--- src/rtl/unpack_pkg.sv ---
// Shared types and width helpers for the word-to-byte unpacking engine.
package unpack_pkg;

  localparam int WORD_W = 16;
  localparam int BYTE_W = 8;

  typedef enum logic [2:0] {
    IDLE,
    LOAD,
    HI,
    LO,
    FIN
  } state_e;

  function automatic int wordAddrW(input int nWords);
    return (nWords > 1) ? $clog2(nWords) : 1;
  endfunction

  function automatic int byteAddrW(input int nWords);
    return $clog2(2 * nWords);
  endfunction

endpackage

--- src/rtl/byte_ram.sv ---
// Destination byte memory: one synchronous write port, one registered read port.
module byte_ram
  import unpack_pkg::*;
#(
  parameter int DEPTH = 32,
  parameter int AW    = $clog2(DEPTH)
) (
  input  logic              clk,
  input  logic              rst_n,
  input  logic              we_i,
  input  logic [AW-1:0]     waddr_i,
  input  logic [BYTE_W-1:0] wdata_i,
  input  logic [AW-1:0]     raddr_i,
  output logic [BYTE_W-1:0] rdata_o
);

  logic [BYTE_W-1:0] mem [DEPTH];
  logic [BYTE_W-1:0] rdata_q;

  // Storage is deliberately left unreset so a mid-pass reset keeps written bytes.
  always_ff @(posedge clk) begin
    if (we_i) begin
      mem[waddr_i] <= wdata_i;
    end
  end

  always_ff @(posedge clk or negedge rst_n) begin
    if (!rst_n) begin
      rdata_q <= '0;
    end else begin
      rdata_q <= mem[raddr_i];
    end
  end

  assign rdata_o = rdata_q;

endmodule

--- src/rtl/unpack_fsm.sv ---
// Unpacks every 16-bit source word into two bytes (high byte first) on an
// op_mode start, with host-side word writes and registered byte reads.
module unpack_fsm
  import unpack_pkg::*;
#(
  parameter int N_WORDS = 16,
  parameter int WA_W    = wordAddrW(N_WORDS),
  parameter int BA_W    = byteAddrW(N_WORDS)
) (
  input  logic              clk,
  input  logic              rst_n,
  input  logic [WORD_W-1:0] data_wr,
  input  logic              wr_en,
  input  logic [WA_W-1:0]   wr_add,
  input  logic [BA_W-1:0]   rd_add,
  input  logic              op_mode,
  output logic [BYTE_W-1:0] data_out,
  output logic              done,
  output logic              busy
);

  state_e            state_q, state_d;
  logic [WA_W-1:0]   idx_q, idx_d;
  logic [WORD_W-1:0] word_q, word_d;

  logic [WORD_W-1:0] srcMem [N_WORDS];
  logic              srcWe;

  logic              ramWe;
  logic [BA_W-1:0]   ramWaddr;
  logic [BYTE_W-1:0] ramWdata;

  // Host writes only land while idle so a pass works on a frozen source image.
  assign srcWe = wr_en && ((state_q == IDLE) || (state_q == FIN));

  always_ff @(posedge clk) begin
    if (srcWe) begin
      srcMem[wr_add] <= data_wr;
    end
  end

  always_ff @(posedge clk or negedge rst_n) begin
    if (!rst_n) begin
      state_q <= IDLE;
      idx_q   <= '0;
      word_q  <= '0;
    end else begin
      state_q <= state_d;
      idx_q   <= idx_d;
      word_q  <= word_d;
    end
  end

  always_comb begin
    state_d  = state_q;
    idx_d    = idx_q;
    word_d   = word_q;
    ramWe    = 1'b0;
    ramWaddr = {idx_q, 1'b0};
    ramWdata = word_q[WORD_W-1:BYTE_W];

    case (state_q)
      IDLE, FIN: begin
        if (op_mode) begin
          state_d = LOAD;
          idx_d   = '0;
        end
      end
      LOAD: begin
        word_d  = srcMem[idx_q];
        state_d = HI;
      end
      HI: begin
        ramWe   = 1'b1;
        state_d = LO;
      end
      LO: begin
        ramWe    = 1'b1;
        ramWaddr = {idx_q, 1'b1};
        ramWdata = word_q[BYTE_W-1:0];
        // The index only returns to zero through a new start from FIN.
        if (idx_q == WA_W'(N_WORDS - 1)) begin
          state_d = FIN;
        end else begin
          idx_d   = idx_q + 1'b1;
          state_d = LOAD;
        end
      end
      default: begin
        state_d = IDLE;
      end
    endcase
  end

  assign busy = (state_q == LOAD) || (state_q == HI) || (state_q == LO);
  assign done = (state_q == FIN);

  byte_ram #(
    .DEPTH (2 * N_WORDS),
    .AW    (BA_W)
  ) u_byte_ram (
    .clk     (clk),
    .rst_n   (rst_n),
    .we_i    (ramWe),
    .waddr_i (ramWaddr),
    .wdata_i (ramWdata),
    .raddr_i (rd_add),
    .rdata_o (data_out)
  );

endmodule

--- config.mk ---
export PLATFORM = sky130hd
export DESIGN_NAME = unpack_fsm
export DESIGN_NICKNAME = d
export VERILOG_FILES = /design/src/rtl/unpack_pkg.sv /design/src/rtl/byte_ram.sv /design/src/rtl/unpack_fsm.sv
export SDC_FILE = /design/constraint.sdc
export NUM_CORES = 1
export LEC_CHECK = 0
export CAP_MARGIN = 20
export CORE_MARGIN = 3
export CORE_UTILIZATION = 56
export DETAILED_ROUTE_END_ITERATION = 10
export HOLD_SLACK_MARGIN = 0.05
export PLACE_DENSITY = 0.76
export SLEW_MARGIN = 0
export SYNTH_ARGS = -nofsm -noshare
export SYNTH_HDL_FRONTEND = slang
export SYNTH_HIERARCHICAL = 1
export SYNTH_SLANG_ARGS = --single-unit
--- constraint.sdc ---
create_clock -name clk -period 2.7 [get_ports clk]
set_clock_uncertainty 0.2 [all_clocks]
set_input_delay 0.54 -clock clk [delete_from_list [all_inputs] [get_ports clk]]
set_output_delay 0.54 -clock clk [all_outputs]
set_load 0.005 [all_outputs]
==> summary.md, run 1 <==
| Metric | Value |
|---|---|
| Number of vias after detailed routing | `10200` |
| H-tree depth reported by CTS | `2` |
| Power per cell area | `955 nW/µm²` |
| Logic pwr share | `0.210` |
| Number of cells traversed by the worst register-to-register path | `7` |
| Router iterations before antenna repair | `5` |
| Achievable Freq | `slightly below 400 MHz` |
| Area contributors post-synth | `sky130_fd_sc_hd__edfxtp_1 (73%), sky130_fd_sc_hd__mux4_2 (12%), sky130_fd_sc_hd__dfrtp_1 (3.7%), sky130_fd_sc_hd__mux2i_1 (2.9%), sky130_fd_sc_hd__nor2_1 (1.2%)` |
| RSZ-0062 raised after global routing | `false` |
| Synthesized netlist cell count | `1016` |
| DIE WIDTH | `approximately 200 µm` |
| Highest Signal Layer | `met4` |
| Number of DRC violations after detailed-routing iteration 0 | `between 1000 and 1500` |
| #FFs+latches synth | `543` |
| Total routing usage reported by global routing | `0.222` |
| Highest-count cells in the layout ignoring fill and taps | `sky130_fd_sc_hd__edfxtp_1 (512), sky130_fd_sc_hd__mux4_2 (112), sky130_fd_sc_hd__buf_4 (72)` |
| Antenna violation net count after detailed routing | `0` |
| Cell Int Power | `between 15 and 20 mW` |
| Synthesized net count | `1046` |
| Post-route fraction of the period consumed by the critical path | `0.962` |
| Maximum buffer depth of the clock tree | `3` |
| Classification of the worst setup path | `flop to output pin` |
| Seq pwr share | `0.483` |
| Worst Path Arrival | `1.86 ns` |
| Commonest register cell after synthesis | `sky130_fd_sc_hd__edfxtp_1` |
| Share of total power in the clock network | `0.307` |
| Crit start category | `flop` |
| Worst r2r dst | `u_byte_ram/mem[18][7]$_DFFE_PP_` |
| Total standard cell area after synthesis | `21100 µm²` |
| Flop-to-flop setup slack | `~0.20 ns` |
| Clock-pin slew of the registers on the worst-case setup and hold paths | `0.06 ns` |
| Library cell occupying the most area in the post-synthesis netlist | `sky130_fd_sc_hd__edfxtp_1` |
| Post-detailed-route wirelength per cell | `25.2 µm` |
| Most frequent standard cell in the layout excluding fill and tap cells | `sky130_fd_sc_hd__edfxtp_1` |
| Final wirelength | `42500 µm` |
| Actual transition at the worst max-transition pin | `just under 0.7 ns` |
| Number of warnings issued by yosys | `6` |
| Share of async-settable or async-resettable flops after synthesis | `0.0571` |
| Crit Path Max Fanout | `6` |
| Number of global-route vias before repair | `10700` |
| Switching component of the power | `6.51 mW` |
| Hold Violations, Final | `0` |
| Relative max-transition margin | `0.536` |
| Max-cap viol count | `0` |
| Yosys top cell area share | `0.730` |
| Placement row count | `70` |
| Run status | `finished, final reports clean` |
| Post-synthesis sequential area ratio | `0.767` |
| Post-place setup slack | `0.0651 ns` |
| Static Leak | `a little under 8 nW` |
| Final hold slack | `0.146 ns` |
| Number of nets in the layout | `1172` |
| Number of max-slew violations in the final report | `0` |
| Initial standard-cell utilization of the core | `0.571` |
| Setup-failing EPs final | `0` |
| Switching power as a share of total power | `0.280` |
| Avg Inst Size Synth | `20.7 µm²` |
| I/O pin count | `39` |
| CTS Hold Buffers Added | `0` |
| Met1 wire length | `17200 µm` |
| Die Area | `40000 µm²` |
| Routability cong. | `0.783` |
| Global-route congestion overflow total | `0` |
| Core footprint | `36900 µm²` |
| Minimum clock period after layout | `2.60 ns` |
| Final core occ | `0.660` |
| Final Total Pwr | `23.2 mW` |
| Clock buffer count from CTS | `51` |
| VDD IR max | `~0.00065 V` |
| Endpoint kind of the worst setup timing path | `output pin` |
| Diodes inserted | `0` |
| Vert. Die Dim | `200 µm` |
| Type of the worst min-delay path | `primary input to async pin` |
| HPWL after DPL | `26200 µm` |
| Setup tns final | `0 ns` |
| Met2 Wirelength | `21400 µm` |
| Vias/cell | `6.05` |
| Sinks on Clock Net | `approximately 540` |
| Distinct cells, synth | `42` |
| Worst Path Required | `1.96 ns` |
| Clock root buffer | `sky130_fd_sc_hd__clkbuf_16` |
| Synth-to-layout area growth | `15.6%` |
| Minimum setup slack in the final design | `0.101 ns` |
| Final routed DRC violation total | `0` |
| TritonCTS clock tree | `built` |
| Wire length of the first global-routing pass | `roughly 66000 µm` |
| Number of enable flip-flop cells after synthesis | `512` |
| Worst skew pair latency | `approximately 0.62 ns` |
| Routed length on met3 | `between 2000 and 3000 µm` |
| Initial antenna violation count | `0` |
| Maximum number of pins on one net before global-route repair | `65` |
| Crit Reg-Reg Startpoint | `state_q[2]$_DFFE_PN0P_` |
| Layout cell share with drive strength beyond 1 | `0.262` |
| Buffers on Ports | `38` |
synthesized netlist by cell type, types with 11 or more instances:
library cell                 n
sky130_fd_sc_hd__mux2i_1    62
sky130_fd_sc_hd__o21ai_1    15
sky130_fd_sc_hd__nand2_1    35
sky130_fd_sc_hd__buf_4      12
sky130_fd_sc_hd__buf_6      11
sky130_fd_sc_hd__a21oi_1    17
sky130_fd_sc_hd__dfrtp_1    31
sky130_fd_sc_hd__a31oi_1    18
sky130_fd_sc_hd__buf_2      12
sky130_fd_sc_hd__edfxtp_1  512
sky130_fd_sc_hd__nor2_1     66
sky130_fd_sc_hd__mux4_2    112
sky130_fd_sc_hd__clkbuf_1   14
sky130_fd_sc_hd__o22ai_1    17
power by group through the flow:
stage	Combinational (mW)	Clock, mW	Sequential (mW)
global route	5.33	7.59	11.3
global placement	4.64	0	11.4
detailed placement	4.83	0	11.4
CTS	4.89	7.26	11.2
finish	4.89	7.13	11.2
floorplan	3.35	0	11.1
metal layers:
layer | track usage | up-vias
li1 | - | 4428
met1 | 0.305 | 5291
met2 | 0.368 | 422
met3 | 0.0467 | 66
met4 | 0.0662 | 0
met5 | 0 | -
repair_timing:
item,CTS,global route
setup endpoints to repair,2,1
resized for setup,0,2
pin swaps,1,0
buffers inserted,2,1
registers in the layout (all words and copies together) (netlist names):
signal,count
word_q,16
u_byte_ram/mem,256
state_q,3
srcMem,256
idx_q,4
u_byte_ram/rdata_o,8
per-stage QoR:
stage | cells | instance area (µm²)
floorplan | 1016 | 21100
finish | 1688 | 24300
CTS | 1687 | 24300
detailed placement | 1590 | 22600
global route | 1688 | 24300
global placement | 1590 | 22600
final cells by class:
type | instances | area (µm²)
clock buffer | 66 | 1360
clock inverter | 29 | 325
fill | 2353 | 12500
inverter | 3 | 11.3
multi-input combinational | 415 | 4560
sequential | 543 | 16200
tap | 504 | 631
timing repair buffer | 128 | 1290
how the worst max path moves through the flow:
stage | startpoint | depth (start not counted) | endpoint
floorplan | state_q[1]$_DFFE_PN0P_ | 4 | srcMem[2][0]$_DFFE_PP_
global placement | rd_add[0] | 5 | u_byte_ram/rdata_o[4]$_DFF_PN0_
detailed placement | rd_add[0] | 5 | u_byte_ram/rdata_o[3]$_DFF_PN0_
CTS | state_q[0]$_DFFE_PN0P_ | 4 | done
global route | state_q[1]$_DFFE_PN0P_ | 4 | done
finish | state_q[1]$_DFFE_PN0P_ | 4 | done
logic make-up after synthesis:
logic type                 count (synthesis)  synth area share
AOI/OAI and AO/OA                         92            0.0298
xor gates and xnor gates                   2          0.000832
adders and majority gates                  1          0.000594
buffers and inverters                     58            0.0176
DFF                                      543             0.767
muxes                                    184             0.155
and+or+nand+nor                          136            0.0297
worst max-delay path, stage by stage (launching register included):
cell                              delay [ns]
sky130_fd_sc_hd__dfrtp_2                0.47
sky130_fd_sc_hd__nor2_4                 0.14
sky130_fd_sc_hd__nand2_1                0.11
sky130_fd_sc_hd__inv_1                  0.07
sky130_fd_sc_hd__clkdlybuf4s50_1        0.49
Power figures use the tool's default switching activity.
==> run 2: changes to the inputs <==
Settings changed: CORE_UTILIZATION 56 to 60, PLACE_DENSITY 0.76 to 0.77.
Clock period 2.7 ns to 3.2 ns, I/O delays scaled along.
==> summary.md, run 2 (synthesized netlist as in run 1, its figures left out) <==
| Metric | Value |
|---|---|
| Run status | `finished, final reports clean` |
| Achievable Freq | `328 MHz` |
| Largest registers | `srcMem (256), u_byte_ram/mem (256), word_q (16)` |
| Core footprint | `34000 µm² (-7.7%)` |
| Worst Path Arrival | `2.21 ns (+0.35 ns)` |
| Max-cap viol count | `0 (unchanged)` |
| Buffers on Ports | `38 (unchanged)` |
| Maximum buffer depth of the clock tree | `3 (unchanged)` |
| Routed length on met3 | `2640 µm (-10%)` |
| Initial standard-cell utilization of the core | `0.619 (+0.0476)` |
| Number of nets in the layout | `1165 (-0.60%)` |
| VDD IR max | `0.000524 V (-20%)` |
| Clock-pin slew of the registers on the worst-case setup and hold paths | `0.06 ns (about the same)` |
| Launching instance or port of the critical path | `state_q[1]$_DFFE_PN0P_` |
| Clock buffer count from CTS | `51 (unchanged)` |
| Classification of the worst setup path | `flop to output pin` |
| Final routed DRC violation total | `0 (unchanged)` |
| Number of global-route vias before repair | `10700 (+0.55%)` |
| DIE WIDTH | `193 µm (-3.3%)` |
| Wire length of the first global-routing pass | `65400 µm (-0.63%)` |
| Worst Path Required | `2.36 ns (+0.40 ns)` |
| Initial antenna violation count | `0 (unchanged)` |
| Final wirelength | `42700 µm (+0.43%)` |
| Total routing usage reported by global routing | `0.232 (+0.00948)` |
| Hold Violations, Final | `0 (unchanged)` |
| Placement row count | `67 (-4.3%)` |
| Setup-failing EPs final | `0 (unchanged)` |
| TritonCTS clock tree | `built` |
| Met2 Wirelength | `21800 µm (+2.1%)` |
| Number of gates resized after CTS | `0 (unchanged)` |
| Post-place setup slack | `0.368 ns (+0.303 ns)` |
| Static Leak | `7.80 nW (-0.52%)` |
| Power per cell area | `808 nW/µm² (-15%)` |
| Total setup buffers inserted after CTS | `0 (-2)` |
| Minimum setup slack in the final design | `0.151 ns (+0.0495 ns)` |
| Vert. Die Dim | `193 µm (-3.3%)` |
| Buffers plus inverters on the worst setup path | `2 (unchanged)` |
| Endpoint kind of the worst setup timing path | `output pin` |
| Crit Path Max Fanout | `10 (+4)` |
| H-tree depth reported by CTS | `2 (unchanged)` |
| I/O pin count | `39 (unchanged)` |
| Relative max-transition margin | `0.375 (-0.161)` |
| Diodes inserted | `0 (unchanged)` |
| Stage delay of the slowest cell on the critical path | `0.50 ns (about the same)` |
| Sinks on Clock Net | `543 (unchanged)` |
| CTS Hold Buffers Added | `0 (unchanged)` |
| Critical path's slowest cell | `sky130_fd_sc_hd__clkdlybuf4s50_1` |
| Number of vias after detailed routing | `10300 (+0.60%)` |
| Post-route fraction of the period consumed by the critical path | `0.953` |
| HPWL after DPL | `25500 µm (-2.8%)` |
| Routability cong. | `0.779 (-0.45%)` |
| Cell-by-cell listing of the critical path | `nor2_4 > nand2_1 > inv_1 > clkdlybuf4s50_1` |
| Vias/cell | `6.32 (+4.6%)` |
| Worst skew pair latency | `0.58 ns (-0.04 ns)` |
| Clock root buffer | `sky130_fd_sc_hd__clkbuf_16` |
| Met1 wire length | `17000 µm (-1.1%)` |
| Largest delay share family, worst path | `buffers and inverters` |
| Highest Signal Layer | `met4` |
| Final Total Pwr | `19.4 mW (-16%)` |
| Router iterations before antenna repair | `5 (unchanged)` |
| Number of max-slew violations in the final report | `0 (unchanged)` |
| Type of the worst min-delay path | `primary input to async pin` |
| Post-detailed-route wirelength per cell | `26.3 µm (+4.4%)` |
| Global-route congestion overflow total | `0 (unchanged)` |
| Setup tns final | `0 ns (unchanged)` |
| Crit start category | `flop` |
| Most frequent standard cell in the layout excluding fill and tap cells | `sky130_fd_sc_hd__edfxtp_1` |
| Layout cell share with drive strength beyond 1 | `0.264 (+0.00178)` |
| Actual transition at the worst max-transition pin | `0.935 ns (+0.242 ns)` |
| Number of DRC violations after detailed-routing iteration 0 | `1065 (+3.2%)` |
| Synth-to-layout area growth | `14.2%` |
| Minimum clock period after layout | `3.05 ns` |
| Die Area | `37400 µm² (-6.5%)` |
| Antenna violation net count after detailed routing | `0 (unchanged)` |
| Highest-count cells in the layout ignoring fill and taps | `sky130_fd_sc_hd__edfxtp_1 (512), sky130_fd_sc_hd__mux4_2 (112), sky130_fd_sc_hd__buf_4 (78)` |
| RSZ-0062 raised after global routing | `false` |
| Crit Reg-Reg Startpoint | `idx_q[2]$_DFFE_PN0P_` |
| Maximum number of pins on one net before global-route repair | `65 (unchanged)` |
## run 2: stage by stage
step / hold slack (ns) / utilization / std cells / cell area [µm²]
floorplan: 0.144 / - / 1016 / 21100
global placement: 0.333 / 0.657 / 1530 / 22400
detailed placement: 0.350 / 0.657 / 1530 / 22400
CTS: 0.284 / 0.707 / 1624 / 24100
global route: 0.311 / 0.707 / 1624 / 24100
finish: 0.291 / 0.707 / 1624 / 24100
## run 2: cell type report
cell class / instances / area [µm²]
clock buffers: 60 / 1360
clock inverters: 34 / 333
fillers: 2020 / 9980
inverters: 3 / 11.3
multi-input cells: 415 / 4560
flip-flops and latches: 543 / 16200
well taps: 448 / 561
repair buffers: 121 / 1070
## run 2: path summary, 6_finish.rpt
path | to | slack, ns | depth (start not counted)
setup reg to reg | word_q[10]$_DFFE_PN0N_ | 0.56 | 4
setup / recovery | done | 0.15 | 4
max in group asynchronous | idx_q[0]$_DFFE_PN0P_ | 2.13 | 2
min in group clk | state_q[1]$_DFFE_PN0P_ | 0.36 | 1
hold / removal | u_byte_ram/rdata_o[0]$_DFF_PN0_ | 0.29 | 2
hold reg to reg | state_q[1]$_DFFE_PN0P_ | 0.36 | 1
## run 2: worst register-to-register path, stage by stage, from the launching register on
cell and delay (ns):
sky130_fd_sc_hd__dfrtp_2 0.82, sky130_fd_sc_hd__nand3b_1 0.75, sky130_fd_sc_hd__o22ai_1 0.47, sky130_fd_sc_hd__a21oi_1 0.11, sky130_fd_sc_hd__a31oi_1 0.21
## run 2: per-layer routing
layer,vias to the layer above,global-route usage
met2,386,0.381
met4,0,0.0726
met5,-,0
li1,4426,-
met1,5372,0.326
met3,84,0.0405
## run 2: power breakdown
group	leakage, nW	internal (mW)	switching, mW	total [mW]
combinational	1.99	1.52	2.38	3.90
sequential	4.96	9.09	0.411	9.50
clock	0.846	3.53	2.52	6.04
==> run 3: changes to the inputs <==
Settings changed: CTS_CLUSTER_DIAMETER set to 50.
==> summary.md, run 3 (synthesized netlist as in run 1, its figures left out) <==
| Metric | Value |
|---|---|
| Diodes inserted | `0 (unchanged)` |
| DIE WIDTH | `193 µm (unchanged)` |
| Number of vias after detailed routing | `10300 (+0.67%)` |
| Sinks on Clock Net | `543 (unchanged)` |
| Routability cong. | `0.779 (unchanged)` |
| Initial standard-cell utilization of the core | `0.619 (unchanged)` |
| Initial antenna violation count | `0 (unchanged)` |
| Placed Area | `22400 µm² (unchanged)` |
| Max-cap viol count | `0 (unchanged)` |
| CTS Hold Buffers Added | `0 (unchanged)` |
| Power per cell area | `810 nW/µm² (+0.21%)` |
| Antenna violation net count after detailed routing | `0 (unchanged)` |
| Highest-count cells in the layout ignoring fill and taps | `sky130_fd_sc_hd__edfxtp_1 (512), sky130_fd_sc_hd__mux4_2 (112), sky130_fd_sc_hd__buf_4 (78)` |
| Run status | `finished, final reports clean` |
| Setup tns final | `0 ns (unchanged)` |
| Actual transition at the worst max-transition pin | `0.948 ns (+0.0128 ns)` |
| Relative max-transition margin | `0.367 (-0.00855)` |
| Worst Path Arrival | `2.22 ns (about the same)` |
| Hold Violations, Final | `0 (unchanged)` |
| Post-detailed-route wirelength per cell | `26.5 µm (+0.86%)` |
| Achievable Freq | `327 MHz (-0.29%)` |
| Clock-pin slew of the registers on the worst-case setup and hold paths | `0.06 ns (about the same)` |
| Number of nets in the layout | `1166 (+0.086%)` |
| Final routed DRC violation total | `0 (unchanged)` |
| Wire length of the first global-routing pass | `66000 µm (+0.80%)` |
| Post-route fraction of the period consumed by the critical path | `0.956 (+0.00276)` |
| Worst skew pair latency | `0.60 ns (+0.02 ns)` |
| Number of max-slew violations in the final report | `0 (unchanged)` |
| Worst r2r dst | `word_q[10]$_DFFE_PN0N_` |
| TritonCTS clock tree | `built` |
| Final core occ | `0.708 (+0.000882)` |
| RSZ-0062 raised after global routing | `false` |
| Register area | `16200 µm² (unchanged)` |
| Global-route congestion overflow total | `0 (unchanged)` |
| Total setup buffers inserted after CTS | `0 (unchanged)` |
| Layout cell share with drive strength beyond 1 | `0.264 (+0.000801)` |
| Number of global-route vias before repair | `10800 (+0.35%)` |
| Die Area | `37400 µm² (unchanged)` |
| Clock buffer count from CTS | `52 (+2.0%)` |
| Most frequent standard cell in the layout excluding fill and tap cells | `sky130_fd_sc_hd__edfxtp_1` |
| Crit Reg-Reg Startpoint | `idx_q[2]$_DFFE_PN0P_` |
| Number of DRC violations after detailed-routing iteration 0 | `1143 (+7.3%)` |
| Number of filler cells placed in the layout | `1997 (-1.1%)` |
| Crit Path Max Fanout | `10 (unchanged)` |
| Final wirelength | `43100 µm (+1.1%)` |
| Setup-failing EPs final | `0 (unchanged)` |
| I/O pin count | `39 (unchanged)` |
| Number of cells traversed by the worst register-to-register path | `4 (unchanged)` |
| Worst Path Required | `2.36 ns (about the same)` |
| HPWL after DPL | `25500 µm (unchanged)` |
| Number of gates resized after CTS | `0 (unchanged)` |
| H-tree depth reported by CTS | `2 (unchanged)` |
| Router iterations before antenna repair | `5 (unchanged)` |
| Maximum buffer depth of the clock tree | `3 (unchanged)` |
| Synth-to-layout area growth | `14.4%` |
| Final instance area | `24100 µm² (+0.12%)` |
| Classification of the worst setup path | `flop to output pin` |
| Flop-to-flop setup slack | `0.53 ns (-0.03 ns)` |
| Total routing usage reported by global routing | `0.235 (+0.00323)` |
| Core footprint | `34000 µm² (unchanged)` |
| Largest registers | `srcMem (256), u_byte_ram/mem (256), word_q (16)` |
| Multi-input logic area | `4560 µm² (unchanged)` |
| Buffers on Ports | `38 (unchanged)` |
| Crit start category | `flop` |
| Endpoint kind of the worst setup timing path | `output pin` |
| Type of the worst min-delay path | `primary input to async pin` |
| VDD IR max | `0.000506 V (-3.4%)` |
| Clock root buffer | `sky130_fd_sc_hd__clkbuf_16` |
| Vert. Die Dim | `193 µm (unchanged)` |
| Static Leak | `7.80 nW (about the same)` |
| Final Total Pwr | `19.5 mW (+0.34%)` |
| Minimum clock period after layout | `3.06 ns (+0.00882 ns)` |
| Vias/cell | `6.35 (+0.42%)` |
| Placement row count | `67 (unchanged)` |
| Maximum number of pins on one net before global-route repair | `65 (unchanged)` |
[run 3: changes by cell type in the layout (fill, tap and decap cells not counted), sizes merged]
cell	delta
bufinv	-1
clkbuf	+7
clkinv	-5
clkinvlp	+2
inv	+1
[run 3: how the worst max path moves through the flow]
stage	from	end	slack [ns]	cells past startpoint
finish	state_q[1]$_DFFE_PN0P_	done	0.14	4
global route	state_q[1]$_DFFE_PN0P_	busy	0.009	3
CTS	state_q[1]$_DFFE_PN0P_	done	0.13	4
detailed placement	rd_add[0]	u_byte_ram/rdata_o[1]$_DFF_PN0_	0.37	5
global placement	rd_add[0]	u_byte_ram/rdata_o[1]$_DFF_PN0_	0.41	5
floorplan	state_q[1]$_DFFE_PN0P_	srcMem[0][0]$_DFFE_PP_	0.35	5
[run 3: worst max-delay path: stages, from the launching register on]
cell and delay [ns]:
sky130_fd_sc_hd__dfrtp_1 0.49, sky130_fd_sc_hd__nor2_4 0.33, sky130_fd_sc_hd__nand2_1 0.21, sky130_fd_sc_hd__inv_1 0.10
sky130_fd_sc_hd__clkdlybuf4s50_1 0.50
[run 3: stage by stage]
step / hold slack, ns / cells / setup slack [ns]
detailed placement: 0.350 / 1530 / 0.368
global route: 0.290 / 1628 / 0.00900
floorplan: 0.144 / 1016 / 0.347
finish: 0.269 / 1628 / 0.142
CTS: 0.260 / 1628 / 0.130
global placement: 0.333 / 1530 / 0.409
[run 3: routing by layer]
layer | share of wire | global-route usage | vias up
met5 | 0 | 0 | -
met4 | 0.031 | 0.0793 | 0
met3 | 0.076 | 0.0485 | 95
met2 | 0.51 | 0.382 | 475
met1 | 0.38 | 0.326 | 5333
li1 | - | - | 4434
[run 3: cell type report]
cell class	count	share of cell area
multi-input combinational	415	0.189
timing repair buffer	121	0.0445
clock inverter	31	0.0131
clock buffer	67	0.0584
sequential	543	0.671
inverter	3	0.000467
tap	448	0.0233
[run 3: power breakdown]
group / internal, mW / switching (mW)
clock network: 3.53 / 2.57
registers: 9.09 / 0.419
logic: 1.52 / 2.38
total: 14.1 / 5.37
